## src/rtl/coherence_bus.sv

```systemverilog
// Dual-core bus arbiter and snoop responder: grants icache/dcache requests onto
// the single RAM port and forwards dirty blocks cache-to-cache on read misses.
module coherence_bus (
    input  logic             CLK,
    input  logic             nRST,
    input  logic [1:0]       iREN,
    input  logic [1:0][31:0] iaddr,
    output logic [1:0][31:0] iload,
    output logic [1:0]       iwait,
    input  logic [1:0]       dREN,
    input  logic [1:0]       dWEN,
    input  logic [1:0][31:0] daddr,
    input  logic [1:0][31:0] dstore,
    output logic [1:0][31:0] dload,
    output logic [1:0]       dwait,
    input  logic [1:0]       ccwrite,
    input  logic [1:0]       cctrans,
    output logic [1:0]       ccwait,
    output logic [1:0]       ccinv,
    output logic [1:0][31:0] ccsnoopaddr,
    output logic             ramREN,
    output logic             ramWEN,
    output logic [31:0]      ramaddr,
    output logic [31:0]      ramstore,
    input  logic [31:0]      ramload,
    input  logic             ram_ready
);

    localparam int unsigned WORD_W = 32;
    localparam int unsigned BLK_W  = 29;

    typedef enum logic [2:0] {
        IDLE, WB, SNOOP, C2C1, C2C2, RD1, RD2, IFETCH
    } state_t;

    state_t             state_q, state_d;
    logic               grant_q, grant_d;
    logic               last_grant_q, last_grant_d;
    logic [BLK_W-1:0]   blk_q, blk_d;
    logic               gnt_c;
    logic               snoop_c;
    logic               g, o;

    // Both cores requesting: the one not served last wins
    function automatic logic pick(input logic [1:0] req, input logic lg);
        if (&req) return ~lg;
        return req[1];
    endfunction

    assign g = grant_q;
    assign o = ~grant_q;

    always_ff @(posedge CLK or negedge nRST) begin
        if (!nRST) begin
            state_q      <= IDLE;
            grant_q      <= 1'b0;
            last_grant_q <= 1'b0;
            blk_q        <= '0;
        end else begin
            state_q      <= state_d;
            grant_q      <= grant_d;
            last_grant_q <= last_grant_d;
            blk_q        <= blk_d;
        end
    end

    always_comb begin
        state_d      = state_q;
        grant_d      = grant_q;
        last_grant_d = last_grant_q;
        blk_d        = blk_q;
        gnt_c        = 1'b0;
        snoop_c      = 1'b0;
        iload        = '0;
        iwait        = 2'b11;
        dload        = '0;
        dwait        = 2'b11;
        ccwait       = 2'b00;
        ccinv        = 2'b00;
        ccsnoopaddr  = '0;
        ramREN       = 1'b0;
        ramWEN       = 1'b0;
        ramaddr      = '0;
        ramstore     = '0;

        unique case (state_q)
            IDLE: begin
                if (|dWEN) begin
                    gnt_c   = pick(dWEN, last_grant_q);
                    state_d = WB;
                end else if (|dREN) begin
                    gnt_c   = pick(dREN, last_grant_q);
                    state_d = SNOOP;
                    blk_d   = daddr[gnt_c][WORD_W-1:3];
                end else if (|iREN) begin
                    gnt_c   = pick(iREN, last_grant_q);
                    state_d = IFETCH;
                end
                if (|{dWEN, dREN, iREN}) begin
                    grant_d      = gnt_c;
                    last_grant_d = gnt_c;
                end
            end
            WB: begin
                if (!dWEN[g]) begin
                    state_d = IDLE;
                end else begin
                    ramWEN   = 1'b1;
                    ramaddr  = daddr[g];
                    ramstore = dstore[g];
                    dwait[g] = ~ram_ready;
                    if (ram_ready) state_d = IDLE;
                end
            end
            SNOOP: begin
                if (!dREN[g]) begin
                    state_d = IDLE;
                end else begin
                    snoop_c = 1'b1;
                    state_d = cctrans[o] ? C2C1 : RD1;
                end
            end
            C2C1, C2C2: begin
                if (!dREN[g]) begin
                    state_d = IDLE;
                end else begin
                    snoop_c = 1'b1;
                    // Second word starts only once the requester asks for offset 4
                    if (state_q == C2C1 || daddr[g][2]) begin
                        ramWEN   = 1'b1;
                        ramaddr  = {blk_q, (state_q == C2C1) ? 3'b000 : 3'b100};
                        ramstore = dstore[o];
                        dload[g] = dstore[o];
                        dwait[g] = ~ram_ready;
                        dwait[o] = ~ram_ready;
                        if (ram_ready) state_d = (state_q == C2C1) ? C2C2 : IDLE;
                    end
                end
            end
            RD1, RD2: begin
                if (!dREN[g]) begin
                    state_d = IDLE;
                end else begin
                    snoop_c = 1'b1;
                    if (state_q == RD1 || daddr[g][2]) begin
                        ramREN   = 1'b1;
                        ramaddr  = daddr[g];
                        dload[g] = ramload;
                        dwait[g] = ~ram_ready;
                        if (ram_ready) state_d = (state_q == RD1) ? RD2 : IDLE;
                    end
                end
            end
            IFETCH: begin
                if (!iREN[g]) begin
                    state_d = IDLE;
                end else begin
                    ramREN   = 1'b1;
                    ramaddr  = iaddr[g];
                    iload[g] = ramload;
                    iwait[g] = ~ram_ready;
                    if (ram_ready) state_d = IDLE;
                end
            end
            default: state_d = IDLE;
        endcase

        if (snoop_c) begin
            ccwait[o]      = 1'b1;
            ccinv[o]       = ccwrite[g];
            ccsnoopaddr[o] = {blk_q, 3'b000};
        end
    end

endmodule

```

## config.mk

```make
export PLATFORM = sky130hd
export DESIGN_NAME = coherence_bus
export DESIGN_NICKNAME = d
export VERILOG_FILES = /design/src/rtl/coherence_bus.sv
export SDC_FILE = /design/constraint.sdc
export NUM_CORES = 1
export LEC_CHECK = 0
export BUFFER_PORTS_ARGS = -buffer_cell sky130_fd_sc_hd__buf_2
export CAP_MARGIN = 20
export CORE_AREA = 2 2 195 197
export DETAILED_ROUTE_END_ITERATION = 8
export DIE_AREA = 0 0 197 199
export GPL_ROUTABILITY_DRIVEN = 0
export PLACE_DENSITY = 0.44
export SLEW_MARGIN = 25
export SYNTH_ARGS = -nofsm -noshare
export SYNTH_HDL_FRONTEND = slang
export SYNTH_SLANG_ARGS = --single-unit
```

## constraint.sdc

```tcl
create_clock -name CLK -period 1.75 [get_ports CLK]
set_clock_uncertainty 0.15 [all_clocks]
set_input_delay 0.175 -clock CLK [delete_from_list [all_inputs] [get_ports CLK]]
set_output_delay 0.175 -clock CLK [all_outputs]
set_load 0.1 [all_outputs]
```

## Word level (Yosys, flattened, before mapping)

Index checks and enable logic that the tools add are counted.

| word-level totals | value |
|---|---|
| register bits | 33 |
| output and inout bits | 266 |
| logic and storage cells | 157 |

| operators by class | value |
|---|---|
| order comparisons | 5 |
| equal/unequal tests | 12 |
| mux-type cells | 110 |
| bitwise operators | 9 |
| reductions and logical operators | 18 |

Operator list:

| cell | number |
|---|---|
| $mux W32 | 21 |
| $mux W64 | 7 |
| $and A64 B64 Y64 | 3 |
| $pmux W32 S4 | 1 |
| $pmux W64 S2 | 1 |
| $demux W32 S1 | 2 |
| $pmux W32 S2 | 1 |
| $mux W3 | 17 |
| $mux W1 | 44 |
| $mux W2 | 9 |
| $pmux W3 S6 | 1 |
| $eq A3 B3 Y1 const B | 4 |
| $ne A3 B3 Y1 const B | 4 |
| $reduce_or A2 Y1 | 5 |
| $reduce_and A2 Y1 | 4 |
| $eq A3 B2 Y1 const B | 2 |
| $lt A1 B2 Y1 const B | 3 |
| $pmux W2 S3 | 1 |
| $reduce_or A6 Y1 | 1 |
| $reduce_and A5 Y1 | 1 |
| $reduce_or A5 Y1 | 1 |
| $ne A4 B4 Y1 const B | 1 |
| $pmux W1 S2 | 2 |
| $eq A3 B1 Y1 const B | 1 |
| other kinds (11) | 17 |

## Depth between registers and ports, before layout

Gate-level depths: netlist of the first run.

| depth | value |
|---|---|
| word-level depth | 11 |
| mapped depth | 7 |
| depth with buffers taken out | 4 |

## Worst setup path before layout of the first run

OpenSTA, ideal clock, no wires.

| timing path | value |
|---|---|
| path type | register to output |
| from | reg last_grant_q (netlist name) |
| to | out ramREN |
| data arrival time | 3039 ps |
| setup slack | -1614 ps |
| stages on the path, launching flop included | 5 |
| cell sequence | dfrtp_1 -> buf_6 -> mux2_4 -> a21oi_2 -> o31ai_1 |

RTL lines:

| item | line | source |
|---|---|---|
| end: declaration | 21 | `output logic ramREN,` |

==> impl_metrics.ini, run 1 <==
[sta]
rsz0062_at_grt = yes
hold_viol_final = 0
fin_crit_sh_pct = 147
drv_slew = 0
max-slew-margin-rel_pct = 66.1
setup_ws_ps = -821
worst_pin_slew_ps = 508
fmax_mhz = 389
tns_ps = -192420
timing.hold.ws_ps = 26.9
setup-violations-final = 293
period_minus_slack_ps = 2570

[die]
die_w_um = 197
start_util_pct = 15.6
boundaryPins = 503
dieArea_um2 = 39200
core_area_um2 = 37100
rows = 71
die_y_um = 199

[hold_path]
min_path_cells = 3
holdPathEnd = blk_q[13]
holdCritStartpoint = daddr[16]
worst_hold_path_type = in -> reg

[worst_setup_path]
endpoint_kind = primary output
r2r-end = blk_q[14]
r2r_slack_ps = -590
startpoint_type = register
required_ps = 1420
worstPathMaxFanout = 8
r2r_cells = 9
worstReg2RegStart = last_grant_q
arrival_ps = 2250
criticalPathCategory = reg -> out

[global_routing]
grt_pass1_vias = 8969
grt_pass1_wl_um = 60300
track_usage_pct = 20.6
overflow = 0
grt_start_max_net_pins = 78
antenna_found_initial = 7

[cells_and_area]
nets = 1592
design_area_um2 = 17100
area_delta_synth_final_pct = 195
drive_above_1_share_pct = 75.5
fin_cells = 1834

[yosys]
syn_area_per_cell_um2 = 7.67
synth-seq-cells = 33
netlist_instances = 756
synthArstFlopShare_pct = 100
synth_edf_count = 0
yosysUniqueCellTypes = 54
ys_seq_area_share_pct = 14.2
synth_ff_type = dfrtp_1
synth.cell_area_um2 = 5800
yosysWarnings = 0

[power_and_ir_drop]
p_sw_mw = 16.6
p_leak_nw = 7.37
pwr-share-seq_pct = 5.8
peakVddDrop_mv = 1.03
switching_share_pct = 58.9
combinationalPowerShare_pct = 90.9
p_clk_share_pct = 3.3
cellPowerDensity_nw_per_um2 = 1650
internal_power_mw = 11.6

[clock_tree]
h-tree-depth = 2
clkTransAtPathRegs_ps = 60
clock_path_buffers = 2
clkSinkCount = 33
cts_buffers = 5
clkLatencyLatePin_ps = 280
cts-root-buf = clkbuf_16
cts_tree = yes

[route]
vias_per_cell = 4.87
dr.pass1.iters = 5
drc = 0
detail-route-antenna-nets = 0
drtIter0Drc = 374
wl_per_cell_um = 24.4
route.vias.total = 8930
drt_wl_total_um = 44700

[run_status]
failed_checks = negative setup slack
outcome = complete, but fails checks

[placed_design]
dp_slack_ps = -641
placed_cells = 1762
io_buffers = 496
dp_hpwl_um = 32900
dpl_cell_area_um2 = 15400

[job]
maxCapViolations = 0
-- worst max path at each step --
stage / start / end / slack, ps / depth (start not counted)
final: last_grant_q / ramaddr[31] / -820 / 6
after global routing: last_grant_q / ramaddr[18] / -860 / 6
after CTS: last_grant_q / iload[1] / -830 / 9
after detailed placement: last_grant_q / ramaddr[16] / -640 / 6
after global placement: last_grant_q / ramaddr[16] / -650 / 6
after floorplan: last_grant_q / ramstore[1] / -750 / 6
-- power by group through the flow --
stage	registers, mW	logic [mW]	clock network, mW
2_1_floorplan	1.38	15.2	0
3_3_place_gp	1.59	23.4	0
3_5_place_dp	1.61	23.5	0
4_1_cts	1.62	24.4	0.951
5_1_grt	1.69	26.4	0.985
6_report	1.63	25.6	0.926
-- cell usage in the layout (no fill, tap or decap), drive strengths merged, types with 6 or more instances in the layout --
master	count
buf	670
mux2i	99
and2	92
nand3	66
a22o	65
o21ai	36
a21oi	35
nand2	35
dfrtp	33
and3	33
a22oi	31
o221ai	31
a32oi	31
clkbuf	21
nor2	12
nor3	7
conb	6
-- Yosys cell counts, types with 2 or more instances --
cell type | count | area share, %
buf_1 | 2 | 0.13
and2_1 | 92 | 9.9
or3_1 | 2 | 0.22
nor2_1 | 11 | 0.71
a22o_1 | 65 | 9.8
and3_1 | 33 | 3.6
o31ai_1 | 2 | 0.26
mux2_2 | 2 | 0.39
o221ai_1 | 31 | 4.7
a21oi_1 | 34 | 2.9
o2bb2ai_1 | 2 | 0.30
nor2b_1 | 4 | 0.43
mux2i_1 | 99 | 17
clkbuf_1 | 31 | 2.0
o22ai_1 | 4 | 0.43
o211ai_1 | 2 | 0.26
o21ai_1 | 6 | 0.52
inv_1 | 4 | 0.26
buf_4 | 10 | 1.3
nor3_1 | 3 | 0.26
dfrtp_1 | 33 | 14
a22oi_1 | 31 | 4.0
nand2_1 | 35 | 2.3
buf_6 | 8 | 1.6
nor4_1 | 3 | 0.32
o21ai_0 | 30 | 2.6
nand3b_1 | 2 | 0.26
nand2b_1 | 3 | 0.32
buf_2 | 49 | 4.2
nand3_1 | 66 | 5.7
a31oi_1 | 2 | 0.22
nor3_2 | 3 | 0.52
a32oi_1 | 31 | 4.7
-- cell type report --
class                   count  area, um2
inverters                   4       15.0
repair buffers            686       8880
flip-flops and latches     33        832
well taps                 474        593
fillers                  3446      20100
multi-input cells         625       6610
clock buffers               7        143
diodes                      5       12.5
-- through the flow --
stage	util, %	power (mW)
after floorplan	-	16.6
after global placement	41.4	25.0
after detailed placement	41.4	25.1
after CTS	43.9	27.0
after global routing	46.0	29.1
final	46.0	28.1
-- repair_timing --
action	CTS	global route
resized for setup	71	55
hold buffers	1	0
buffers inserted	17	19
hold endpoints to repair	33	0
cloned	9	16
endpoints found under the setup margin	293	293
pin swaps	28	48
-- sequential cells by signal, indices dropped and copies added (netlist names) --
register,count
state_q,3
last_grant_q,1
blk_q,29
-- metal layers --
layer  wire (um)  track usage (%)  vias up  part of all wire [%]
met5          34                0        -                 0.076
met4        1290             6.35        6                   2.9
met3        3520             5.41       50                   7.9
met2       23500             38.0      403                    53
met1       16300             22.9     4334                    36
li1            -                -     4137                     -
-- cells by family after synthesis --
kind of cell | count (synthesis) | synth area share, %
AOI/OAI and AO/OA | 252 | 32.8
DFF | 33 | 14.2
buffers and inverters | 104 | 9.48
muxes | 102 | 17.7
and+or+nand+nor | 264 | 25.7
other | 1 | 0.0647
-- critical path, stage by stage, from the launching register on --
cell and delay (ps):
dfrtp_4 520, mux2i_2 220, or3_4 400, o31a_4 200, buf_4 190, o221ai_4 200
buf_12 210
Power figures use the tool's default switching activity.
==> inputs of run 2 (changes only) <==
Settings changed: BUFFER_PORTS_ARGS -buffer_cell sky130_fd_sc_hd__buf_2 to default, CORE_AREA 2 2 195 197 to 2 2 197 199, DIE_AREA 0 0 197 199 to 0 0 199 201, DONT_BUFFER_PORTS from default to 1, PLACE_DENSITY 0.44 to 0.32.
==> run 2 against run 1 <==
Effect of this change: the flow still finishes with violations (negative setup slack); register-to-register slack improved by 210 ps; largest cell class is now multi-input gates; design area is 15% lower; critical path depth grew 2; worst setup slack better by 0.62 ps; sequential share of layout area is 0.87 points higher; utilization fell by 7.9 points; non-clock buffer count fell by 304; via count is 15% lower; clock-buffer cell count down 1; cell count is 14% lower; power is 5.4% lower; critical endpoint is now dload[34]; sequential cell count unchanged.
==> impl_metrics.ini, run 2 (same netlist as run 1, synthesis figures left out) <==
[cells_and_area]
antenna_cells = 0
largest_reg_flops = 29
reg_top3 = blk_q (29), state_q (3), last_grant_q (1)
nets = 1287
register_area_um2 = 832
layout_common_cells = 208 x buf_12, 96 x mux2i_1, 91 x and2_4, 77 x buf_4, 65 x a22o_4
area_delta_synth_final_pct = 150
multi_input_area_um2 = 6770
top_register = blk_q
final_common_cell = buf_12
fillCellCount = 3734
drive_above_1_share_pct = 63.8

[power_and_ir_drop]
p_leak_nw = 5.72
cellPowerDensity_nw_per_um2 = 1830
peakVddDrop_mv = 0.904

[sta]
drv_slew = 0
rsz0062_at_grt = yes
hold_viol_final = 0
setup-violations-final = 292
setup_ws_ps = -821
fmax_mhz = 389
period_minus_slack_ps = 2570
fin_crit_sh_pct = 147
timing.hold.ws_ps = 37.4

[die]
core_area_um2 = 38100
die_y_um = 201
dieArea_um2 = 40000
boundaryPins = 503
start_util_pct = 15.2
die_w_um = 199
rows = 72

[worst_setup_path]
criticalPathCategory = reg -> out
r2r_slack_ps = -380
startpoint = last_grant_q
startpoint_type = register
arrival_ps = 2250
required_ps = 1420
endpoint_kind = primary output
r2r_cells = 7
worstPathMaxFanout = 14
worstReg2RegStart = last_grant_q

[placed_design]
dp_slack_ps = -614
io_buffers = 0
dp_hpwl_um = 28200

[job]
maxCapViolations = 0

[route]
vias_per_cell = 4.87
drt_wl_total_um = 40100
drtIter0Drc = 177
detail-route-antenna-nets = 0
wl_per_cell_um = 25.6
route.vias.total = 7634
dr.pass1.iters = 4
drc = 0

[hold_path]
worst_hold_path_type = in -> reg
min_path_cells = 2
holdCritStartpoint = daddr[14]

[clock_tree]
cts_tree = yes
clkTransAtPathRegs_ps = 50
clkSinkCount = 33
clkLatencyLatePin_ps = 280
h-tree-depth = 2
cts_buffers = 5
cts-root-buf = clkbuf_16
clock_path_buffers = 2

[global_routing]
overflow = 0
track_usage_pct = 18.5
grt_pass1_wl_um = 54900
grt_start_max_net_pins = 61
grt_pass1_vias = 8058
antenna_found_initial = 0

[run_status]
outcome = complete, but fails checks
failed_checks = negative setup slack
run 2: report_power, final:
group          switching [mW]  internal (mW)
registers               0.519           1.12
clock network           0.374          0.524
logic                    15.2           8.85
run 2: what timing repair did:
action                                 4_1_cts  5_1_grt
endpoints found under the hold margin       62        0
buffers inserted                            18        5
hold buffers                                60        0
gates resized for setup                     79       45
setup endpoints to repair                  293      293
pin swaps                                   37       43
cloned                                       9        9
run 2: worst max-delay path: stages (launching register included):
cell and delay [ps]:
dfrtp_4 500, mux2_4 350, buf_6 130, a31oi_4 170, buf_6 140, nor2_4 60, buf_12 170, a22o_4 260
buf_12 160
run 2: area by class of cell:
class                           count  area share [%]
Clock inverter                      2          0.0690
Tap cell                          518            4.47
Multi-Input combinational cell    624            46.7
Timing Repair Buffer              382            42.0
Clock buffer                        6           0.889
Sequential cell                    33            5.74
Inverter                            4           0.104
run 2: metrics by stage:
step	util, %	TNS (ps)	area (um2)	total power [mW]	instances
5_1_grt	38.1	-205870	14500	27.6	1569
3_3_place_gp	32.5	-107740	12400	23.9	1461
6_report	38.1	-182900	14500	26.6	1569
4_1_cts	36.6	-190180	14000	26.0	1556
3_5_place_dp	32.5	-112770	12400	23.9	1461
2_1_floorplan	-	-73320	7840	16.6	761
run 2: path summary, 6_finish.rpt:
check                             end
max                         dload[34]
min                         blk_q[11]
max reg2reg                state_q[1]
min reg2reg                  blk_q[7]
max in group asynchronous   blk_q[17]
min in group asynchronous    blk_q[6]
run 2: metal layers:
metal	global-route usage, %	routed length (um)	vias to the layer above
li1	-	-	3523
met1	20.7	15200	3717
met2	35.0	21100	358
met3	4.05	2940	36
met4	4.50	893	0
met5	0	0	-
